==> src/rtl/uart_pkg.sv <==
// uart_pkg: shared parity and receiver state types for the UART receive path
package uart_pkg;
    typedef enum logic [1:0] {PAR_NONE = 2'd0, PAR_EVEN = 2'd1, PAR_ODD = 2'd2} parity_t;
    typedef enum logic [2:0] {IDLE, START, DATA, PARITY, STOP} rx_state_t;
endpackage

==> src/rtl/sync_fifo.sv <==
// sync_fifo: first-word fall-through FIFO, head reads 0 while empty
module sync_fifo #(
    parameter int WIDTH = 8,
    parameter int DEPTH = 8
) (
    input  logic                           clk,
    input  logic                           rst_n,
    input  logic                           push,
    input  logic                           pop,
    input  logic [WIDTH-1:0]               din,
    output logic [WIDTH-1:0]               dout,
    output logic                           full,
    output logic                           empty,
    output logic [$clog2(DEPTH+1)-1:0]     count
);
    localparam int AW = $clog2(DEPTH);
    localparam int CW = $clog2(DEPTH+1);
    logic [WIDTH-1:0] mem [DEPTH];
    logic [AW-1:0]    wr_ptr, rd_ptr;
    logic             do_push, do_pop;
    assign full    = count == CW'(DEPTH);
    assign empty   = count == '0;
    assign do_pop  = pop && !empty;
    assign do_push = push && (!full || do_pop);
    assign dout    = empty ? '0 : mem[rd_ptr];
    always_ff @(posedge clk)
        if (do_push) mem[wr_ptr] <= din;
    always_ff @(posedge clk or negedge rst_n)
        if (!rst_n) begin
            wr_ptr <= '0;
            rd_ptr <= '0;
            count  <= '0;
        end else begin
            wr_ptr <= do_push ? wr_ptr + AW'(1) : wr_ptr;
            rd_ptr <= do_pop ? rd_ptr + AW'(1) : rd_ptr;
            count  <= count + CW'(do_push) - CW'(do_pop);
        end
endmodule

==> src/rtl/uart_rx_fifo.sv <==
// uart_rx_fifo: UART receiver with glitch rejection, sticky error flags and a receive FIFO
module uart_rx_fifo
    import uart_pkg::*;
#(
    parameter int DATA_BITS  = 8,
    parameter int FIFO_DEPTH = 8
) (
    input  logic                               clk,
    input  logic                               rst_n,
    input  logic                               RX,
    input  logic [15:0]                        clk_div,
    input  logic [1:0]                         parity_mode,
    input  logic                               rd_en,
    input  logic                               clr_err,
    output logic [DATA_BITS-1:0]               rx_data,
    output logic                               rx_empty,
    output logic                               rx_full,
    output logic [$clog2(FIFO_DEPTH+1)-1:0]    rx_count,
    output logic                               frame_err,
    output logic                               parity_err,
    output logic                               overrun
);
    rx_state_t            state;
    logic                 rx_meta, rx_s, rx_d;
    logic [15:0]          cnt;
    logic [3:0]           bit_cnt;
    logic [DATA_BITS-1:0] shreg;
    logic                 par_ok, tick, par_en, stop_tick, push;
    assign tick      = cnt == '0;
    assign par_en    = parity_mode == PAR_EVEN || parity_mode == PAR_ODD;
    assign stop_tick = state == STOP && tick;
    assign push      = stop_tick && rx_s && par_ok;
    always_ff @(posedge clk or negedge rst_n)
        if (!rst_n) {rx_meta, rx_s, rx_d} <= 3'b111;
        else        {rx_meta, rx_s, rx_d} <= {RX, rx_meta, rx_s};
    always_ff @(posedge clk or negedge rst_n)
        if (!rst_n) begin
            state   <= IDLE;
            cnt     <= '0;
            bit_cnt <= '0;
            shreg   <= '0;
            par_ok  <= 1'b1;
        end else if (state == IDLE) begin
            // only a genuine high-to-low edge starts a frame, so a held break never retriggers
            if (rx_d && !rx_s) begin
                state <= START;
                cnt   <= clk_div >> 1;
            end
        end else if (!tick) begin
            cnt <= cnt - 16'd1;
        end else begin
            cnt <= clk_div;
            case (state)
                START: begin
                    state   <= rx_s ? IDLE : DATA;
                    bit_cnt <= '0;
                    par_ok  <= 1'b1;
                end
                DATA: begin
                    shreg   <= {rx_s, shreg[DATA_BITS-1:1]};
                    bit_cnt <= bit_cnt + 4'd1;
                    if (bit_cnt == 4'(DATA_BITS-1)) state <= par_en ? PARITY : STOP;
                end
                PARITY: begin
                    par_ok <= (^{shreg, rx_s}) == (parity_mode == PAR_ODD);
                    state  <= STOP;
                end
                default: state <= IDLE;
            endcase
        end
    always_ff @(posedge clk or negedge rst_n)
        if (!rst_n) begin
            frame_err  <= 1'b0;
            parity_err <= 1'b0;
            overrun    <= 1'b0;
        end else begin
            frame_err  <= (stop_tick && !rx_s) || (frame_err && !clr_err);
            parity_err <= (stop_tick && rx_s && !par_ok) || (parity_err && !clr_err);
            overrun    <= (push && rx_full && !rd_en) || (overrun && !clr_err);
        end
    sync_fifo #(.WIDTH(DATA_BITS), .DEPTH(FIFO_DEPTH)) u_fifo (
        .clk   (clk),
        .rst_n (rst_n),
        .push  (push),
        .pop   (rd_en),
        .din   (shreg),
        .dout  (rx_data),
        .full  (rx_full),
        .empty (rx_empty),
        .count (rx_count)
    );
endmodule
==> config.mk <==
export PLATFORM = sky130hd
export DESIGN_NAME = uart_rx_fifo
export DESIGN_NICKNAME = d
export VERILOG_FILES = /design/src/rtl/uart_pkg.sv /design/src/rtl/sync_fifo.sv /design/src/rtl/uart_rx_fifo.sv
export SDC_FILE = /design/constraint.sdc
export NUM_CORES = 1
export LEC_CHECK = 0
export BUFFER_PORTS_ARGS = -buffer_cell sky130_fd_sc_hd__buf_2
export CAP_MARGIN = 20
export CORE_MARGIN = 2
export CORE_UTILIZATION = 60
export CTS_CLUSTER_DIAMETER = 120
export DETAILED_ROUTE_END_ITERATION = 8
export PLACE_DENSITY = 0.8
export SLEW_MARGIN = 40
export SYNTH_ARGS = -nofsm -noshare
export SYNTH_HDL_FRONTEND = slang
export SYNTH_SLANG_ARGS = --single-unit
==> constraint.sdc <==
create_clock -name clk -period 3.9 [get_ports clk]
set_input_delay 0.975 -clock clk [delete_from_list [all_inputs] [get_ports clk]]
set_output_delay 0.975 -clock clk [all_outputs]
set_load 0.02 [all_outputs]
Yosys cells after proc, flatten, opt, wreduce, memory -nomap -nowiden
Memories as Yosys holds them, arrays and structs flattened.
Index checks and enable logic that the tools add are counted.
{"block": "totals", "n_memories": 1, "out_inout_bits": 17, "mem_bits_rw": 64, "ff_bits": 48}
{"name": "u_fifo.mem", "words": 8, "width": 8, "rd": 1, "rd_ports_with_merged_regs": 0, "wr": 1, "line": "sync_fifo.sv:18", "rtl": "logic [WIDTH-1:0] mem [DEPTH];"}
{"block": "classes", "n_addsub": 6, "bitwise_logic": 1, "reduce_logical": 35, "n_eq_ne": 11, "muxes": 15}
{"cell": "$mux W16", "count": 3}
{"cell": "$logic_not A16 Y1", "count": 1}
{"cell": "$sub A16 B1 Y16 const B", "count": 1}
{"cell": "$mux W3", "count": 5}
{"cell": "$logic_and A1 B1 Y1", "count": 13}
{"cell": "$reduce_and A3 Y1", "count": 4}
{"cell": "$pmux W3 S3", "count": 1}
{"cell": "$reduce_xor A9 Y1", "count": 1}
{"cell": "$mux W8", "count": 1}
{"cell": "$pmux W4 S2", "count": 1}
{"cell": "$add A3 B1 Y3 const B", "count": 2}
{"cell": "$eq A3 B2 Y1 const B", "count": 2}
{"cell": "$logic_not A1 Y1", "count": 6}
{"cell": "$reduce_bool A2 Y1", "count": 3}
{"cell": "$logic_or A1 B1 Y1", "count": 5}
{"cell": "$add A4 B1 Y4", "count": 1}
{"cell": "$add A4 B1 Y4 const B", "count": 1}
{"cell": "$eq A4 B3 Y1 const B", "count": 1}
{"cell": "$eq A4 B4 Y1 const B", "count": 1}
{"cell": "$logic_not A4 Y1", "count": 1}
{"cell": "$sub A4 B1 Y4", "count": 1}
{"cell": "$eq A3 B1 Y1 const B", "count": 1}
{"cell": "$eq A3 B3 Y1 const B", "count": 1}
{"cell": "$logic_not A3 Y1", "count": 1}
{"cell": "other kinds (9)", "count": 10}

Depth between registers and ports, before layout
{"block": "depth", "ltp_word": 7, "ltp_mapped": 11, "depth_no_buf": 10}

By module
From an unflattened synthesis, not the netlist that was laid out.
{"block": "unflattened", "cells_unflattened": 436, "hier_area_um2": 5430.2}
{"mod": "sync_fifo", "seq_area_each_um2": 2172.1, "n_inst": 1, "cells_each": 189, "area_per_inst_um2": 3118.0}
{"mod": "uart_rx_fifo", "seq_area_each_um2": 955.9, "n_inst": 1, "cells_each": 247, "area_per_inst_um2": 2312.2}

Least setup slack after synthesis
No wires, ideal clock.
{"block": "synth_timing", "path_kind": "register to output", "startpoint": "reg u_fifo.rd_ptr[0]", "endpoint": "out rx_data[6]", "t_arrival_ps": 1871, "stages_incl_launch_ff": 6, "required_ps": 2925, "path_slack_ps": 1054, "n_path_buf": 2, "path_cell_list": "dfrtp_1 > clkbuf_1 > buf_2 > mux4_2 > mux2i_1 > nor2_1"}
{"block": "synth_via", "elab_chain_cells": 2}
{"element": "start, declared", "line": "sync_fifo.sv:19", "rtl": "logic [AW-1:0] wr_ptr, rd_ptr;"}
{"element": "start signal, assigned", "line": "sync_fifo.sv:35", "rtl": "rd_ptr <= do_pop ? rd_ptr + AW'(1) : rd_ptr;"}
{"element": "$mem_v2 Z8 W8"}
{"element": "$mux W8", "line": "sync_fifo.sv:25", "rtl": "assign dout = empty ? '0 : mem[rd_ptr];"}
{"element": "end, declared", "line": "uart_rx_fifo.sv:15", "rtl": "output logic [DATA_BITS-1:0] rx_data,"}
No other way between the ends.

Worst setup path in the final report
{"block": "layout_timing", "startpoint": "reg cnt[0]", "endpoint": "mem u_fifo.mem[1][4] (enable)"}
{"block": "layout_via", "elab_chain_cells": 7}
{"element": "start, declared", "line": "uart_rx_fifo.sv:25", "rtl": "logic [15:0] cnt;"}
{"element": "start signal, assigned", "line": "uart_rx_fifo.sv:47", "rtl": "cnt <= clk_div >> 1;"}
{"element": "start signal, assigned", "line": "uart_rx_fifo.sv:50", "rtl": "cnt <= cnt - 16'd1;"}
{"element": "start signal, assigned", "line": "uart_rx_fifo.sv:52", "rtl": "cnt <= clk_div;"}
{"element": "$logic_not A16 Y1", "line": "uart_rx_fifo.sv:29", "rtl": "assign tick = cnt == '0;"}
{"element": "$logic_and A1 B1 Y1", "line": "uart_rx_fifo.sv:31", "rtl": "assign stop_tick = state == STOP && tick;"}
{"element": "$logic_and A1 B1 Y1 (2 in a row)", "line": "uart_rx_fifo.sv:32", "rtl": "assign push = stop_tick && rx_s && par_ok;"}
{"element": "$logic_and A1 B1 Y1", "line": "sync_fifo.sv:24", "rtl": "assign do_push = push && (!full || do_pop);"}
{"element": "named net u_fifo.do_push", "line": "sync_fifo.sv:20", "rtl": "logic do_push, do_pop;"}
{"element": "$mux W1", "line": "sync_fifo.sv:27", "rtl": "if (do_push) mem[wr_ptr] <= din;"}
{"element": "$mux W1 (not written as such)", "line": "sync_fifo.sv:27"}
{"element": "end, declared", "line": "sync_fifo.sv:18"}
The timed path passes the listed nets, and every way through them passes these cells.

==> flow_metrics.tcl <==
set metrics [dict create \
    synth_edf_count 64 \
    cts_resized 0 \
    drive_gt1_frac 0.211 \
    grt_max_degree 49 \
    ant_nets 0 \
    wirelength_mm 11.0 \
    drt-initial-drc-count 207 \
    worst_r2r_path_depth 7 \
    critPathKind "reg -> reg" \
    final_util 0.672 \
    maxCapViolations 0 \
    nets 485 \
    start_util 0.613 \
    grt_pass1_wl_mm 18.1 \
    ys_ff_latch 112 \
    hp-start "rx_meta" \
    yosys-top-cells-area "edfxtp_1 36%, dfrtp_1 21%, mux4_2 6.8%" \
    synth_top_cell_by_area "edfxtp_1" \
    yosysTopAreaCellShare 0.361 \
    grt_pass1_vias 3432 \
    dieArea_um2 9640 \
    arrival_ps 3270 \
    maxSlewHeadroom 0.497 \
    syn_nets 449 \
    power_density_nw_per_um2 494 \
    io_buffers 39 \
    rsz0062_at_grt "false" \
    critPathMaxFanout 8 \
    final_common_cell "edfxtp_1" \
    holdCritPathClass "reg -> reg" \
    cts_tree "done" \
    ios 40 \
    leakage_nw 2.25 \
    cts.hold.buffers_added 0 \
    fin_setup_tns_ps 0 \
    clock_sinks 112 \
    synthToLayoutAreaGrowth_pct 9.54 \
    status "completed" \
    core_area_um2 8680 \
    syn_area_um2 5320 \
    drc 0 \
    regToRegStartpoint "cnt[0]" \
    use_met2 0.379 \
    viasPerCell 6.18 \
    die_h_um 98.2 \
    overflow 0 \
    final_cell_mix "64 x edfxtp_1, 44 x dfrtp_1, 38 x buf_2, 37 x nand2_1, 36 x nor2_1" \
    grt.met3_usage 0.0508 \
    syn_inst 414 \
    yosysWarnings 0 \
    slew_violations 0 \
    place_hpwl_mm 7.69 \
    place.gp.congestion 0.924 \
    die_w_um 98.2 \
    ys.flop_type "edfxtp_1" \
    min_period_ps 3260 \
    busiest_layer "met2" \
    root_buffer "clkbuf_8" \
    setup_violations 0 \
    cts_setup_buffers 0 \
    rows 34 \
    antenna_found_initial 0 \
    num_vias 3480 \
    avgRoutedWirePerCell_um 19.5 \
    worst_slew_pin_slew_ps 754 \
    htree_levels 3 \
    required_ps 3910 \
    drtPass1Iterations 4 \
    finClkSkew_ps 10.2 \
    rrSetupSlack_ps 640 \
    worstSkewPairLatency_ps 380 \
    ys_types 57 \
    numCtsBuffers 9 \
    async_flop_share 0.429 \
    achievable-frequency_mhz 307 \
    end_kind "flip-flop" \
    fillCellCount 617 \
    cts.clk_slew.worst_paths_ps 110 \
    worst_setup_path_start_kind "flip-flop" \
    whs_path_depth 0 \
    synth-seq-area-share 0.588 \
    grt_util_all_layers 0.245 \
    report.final.hold_viol_count 0 \
    peakVddDrop_v 0.000306 \
    rr_endpoint "u_fifo.mem[1][4]" \
    n_antenna_cell 0 \
    clk_path_buf_depth 2 \
    period_share 0.835 \
    syn_area_per_cell_um2 12.9 \
    hold-path-endpoint "rx_s" \
    use_met1 0.354 \
]
-- cell type report --
| class | instances | area [um2] | area share |
|---|---|---|---|
| clock inverters | 7 | 87.6 | 0.0150 |
| flip-flops and latches | 112 | 3130 | 0.536 |
| clock buffers | 9 | 124 | 0.0212 |
| inverters | 15 | 56.3 | 0.00966 |
| well taps | 108 | 135 | 0.0232 |
| repair buffers | 44 | 235 | 0.0403 |
| multi-input cells | 268 | 2060 | 0.354 |
-- power breakdown --
part | internal [W] | switching (W)
combinational | 0.000299 | 0.000372
clock | 0.000308 | 0.000410
sequential | 0.00133 | 0.000161
-- cells in the mapped netlist, types with 2 or more instances --
cell	instances
a211o_1	2
a211oi_1	2
a21oi_1	13
a221oi_1	2
a22oi_1	2
a31oi_1	7
a41oi_1	2
and3_1	6
buf_1	3
buf_2	3
clkbuf_1	12
dfrtp_1	44
dfstp_2	4
edfxtp_1	64
ha_1	11
inv_1	15
mux2_1	6
mux2_2	6
mux2i_1	10
mux4_2	16
nand2_1	37
nand2b_1	8
nand3_1	6
nand4_1	2
nor2_1	36
nor2b_1	4
nor3_1	13
nor4_1	5
o211ai_1	2
o21ai_0	16
o21ai_1	2
o22ai_1	4
o31ai_1	5
o32ai_1	3
o41ai_1	2
or3_1	3
or4_1	3
xnor2_1	7
xor2_1	8
-- routing by layer --
layer  vias to the layer above  share of wire
met1                      1697           0.44
met3                        22          0.055
li1                       1631              -
met2                       130           0.49
met4                         0          0.023
met5                         -              0
-- worst max-delay path, cell delays in order (launching register included) --
cell and delay (ps):
dfrtp_1 420, inv_1 90, ha_1 230, nor4b_2 440
nand3_1 320, a2111oi_4 580, nand2b_1 210, nor2_1 600
-- logic make-up after synthesis --
| family | Yosys count | share of synthesized area |
|---|---|---|
| buffers and inverters | 34 | 0.0254 |
| adders and majority gates | 12 | 0.0296 |
| and+or+nand+nor | 131 | 0.126 |
| xor gates and xnor gates | 16 | 0.0289 |
| muxes | 38 | 0.112 |
| DFF | 112 | 0.588 |
| AOI/OAI and AO/OA | 71 | 0.0910 |
-- sequential cells by signal, summed over array words and instances, names as in the netlist, 3 cells and up --
register       cells
bit_cnt            4
u_fifo.count       4
u_fifo.wr_ptr      3
state              3
u_fifo.rd_ptr      3
shreg              8
cnt               16
u_fifo.mem        64
-- per-stage QoR --
step	instances	worst slack (ps)	hold slack, ps	total power [W]	instance area, um2
floorplan	414	1050	345	0.00198	5320
global placement	547	943	348	0.00216	5620
detailed placement	547	722	353	0.00219	5620
CTS	563	680	371	0.00290	5830
global route	563	401	374	0.00304	5830
finish	563	644	364	0.00288	5830
-- worst max path at each step --
stage	from	end	slack, ps	cells past startpoint
after CTS	cnt[0]	u_fifo.mem[1][7]	680	7
final	cnt[0]	u_fifo.mem[1][4]	640	7
after global routing	cnt[0]	u_fifo.mem[5][3]	400	7
after global placement	cnt[0]	u_fifo.mem[3][5]	940	7
after floorplan	u_fifo.rd_ptr[0]	rx_data[6]	1050	5
after detailed placement	cnt[0]	u_fifo.mem[1][5]	720	7
Power figures use the tool's default switching activity.
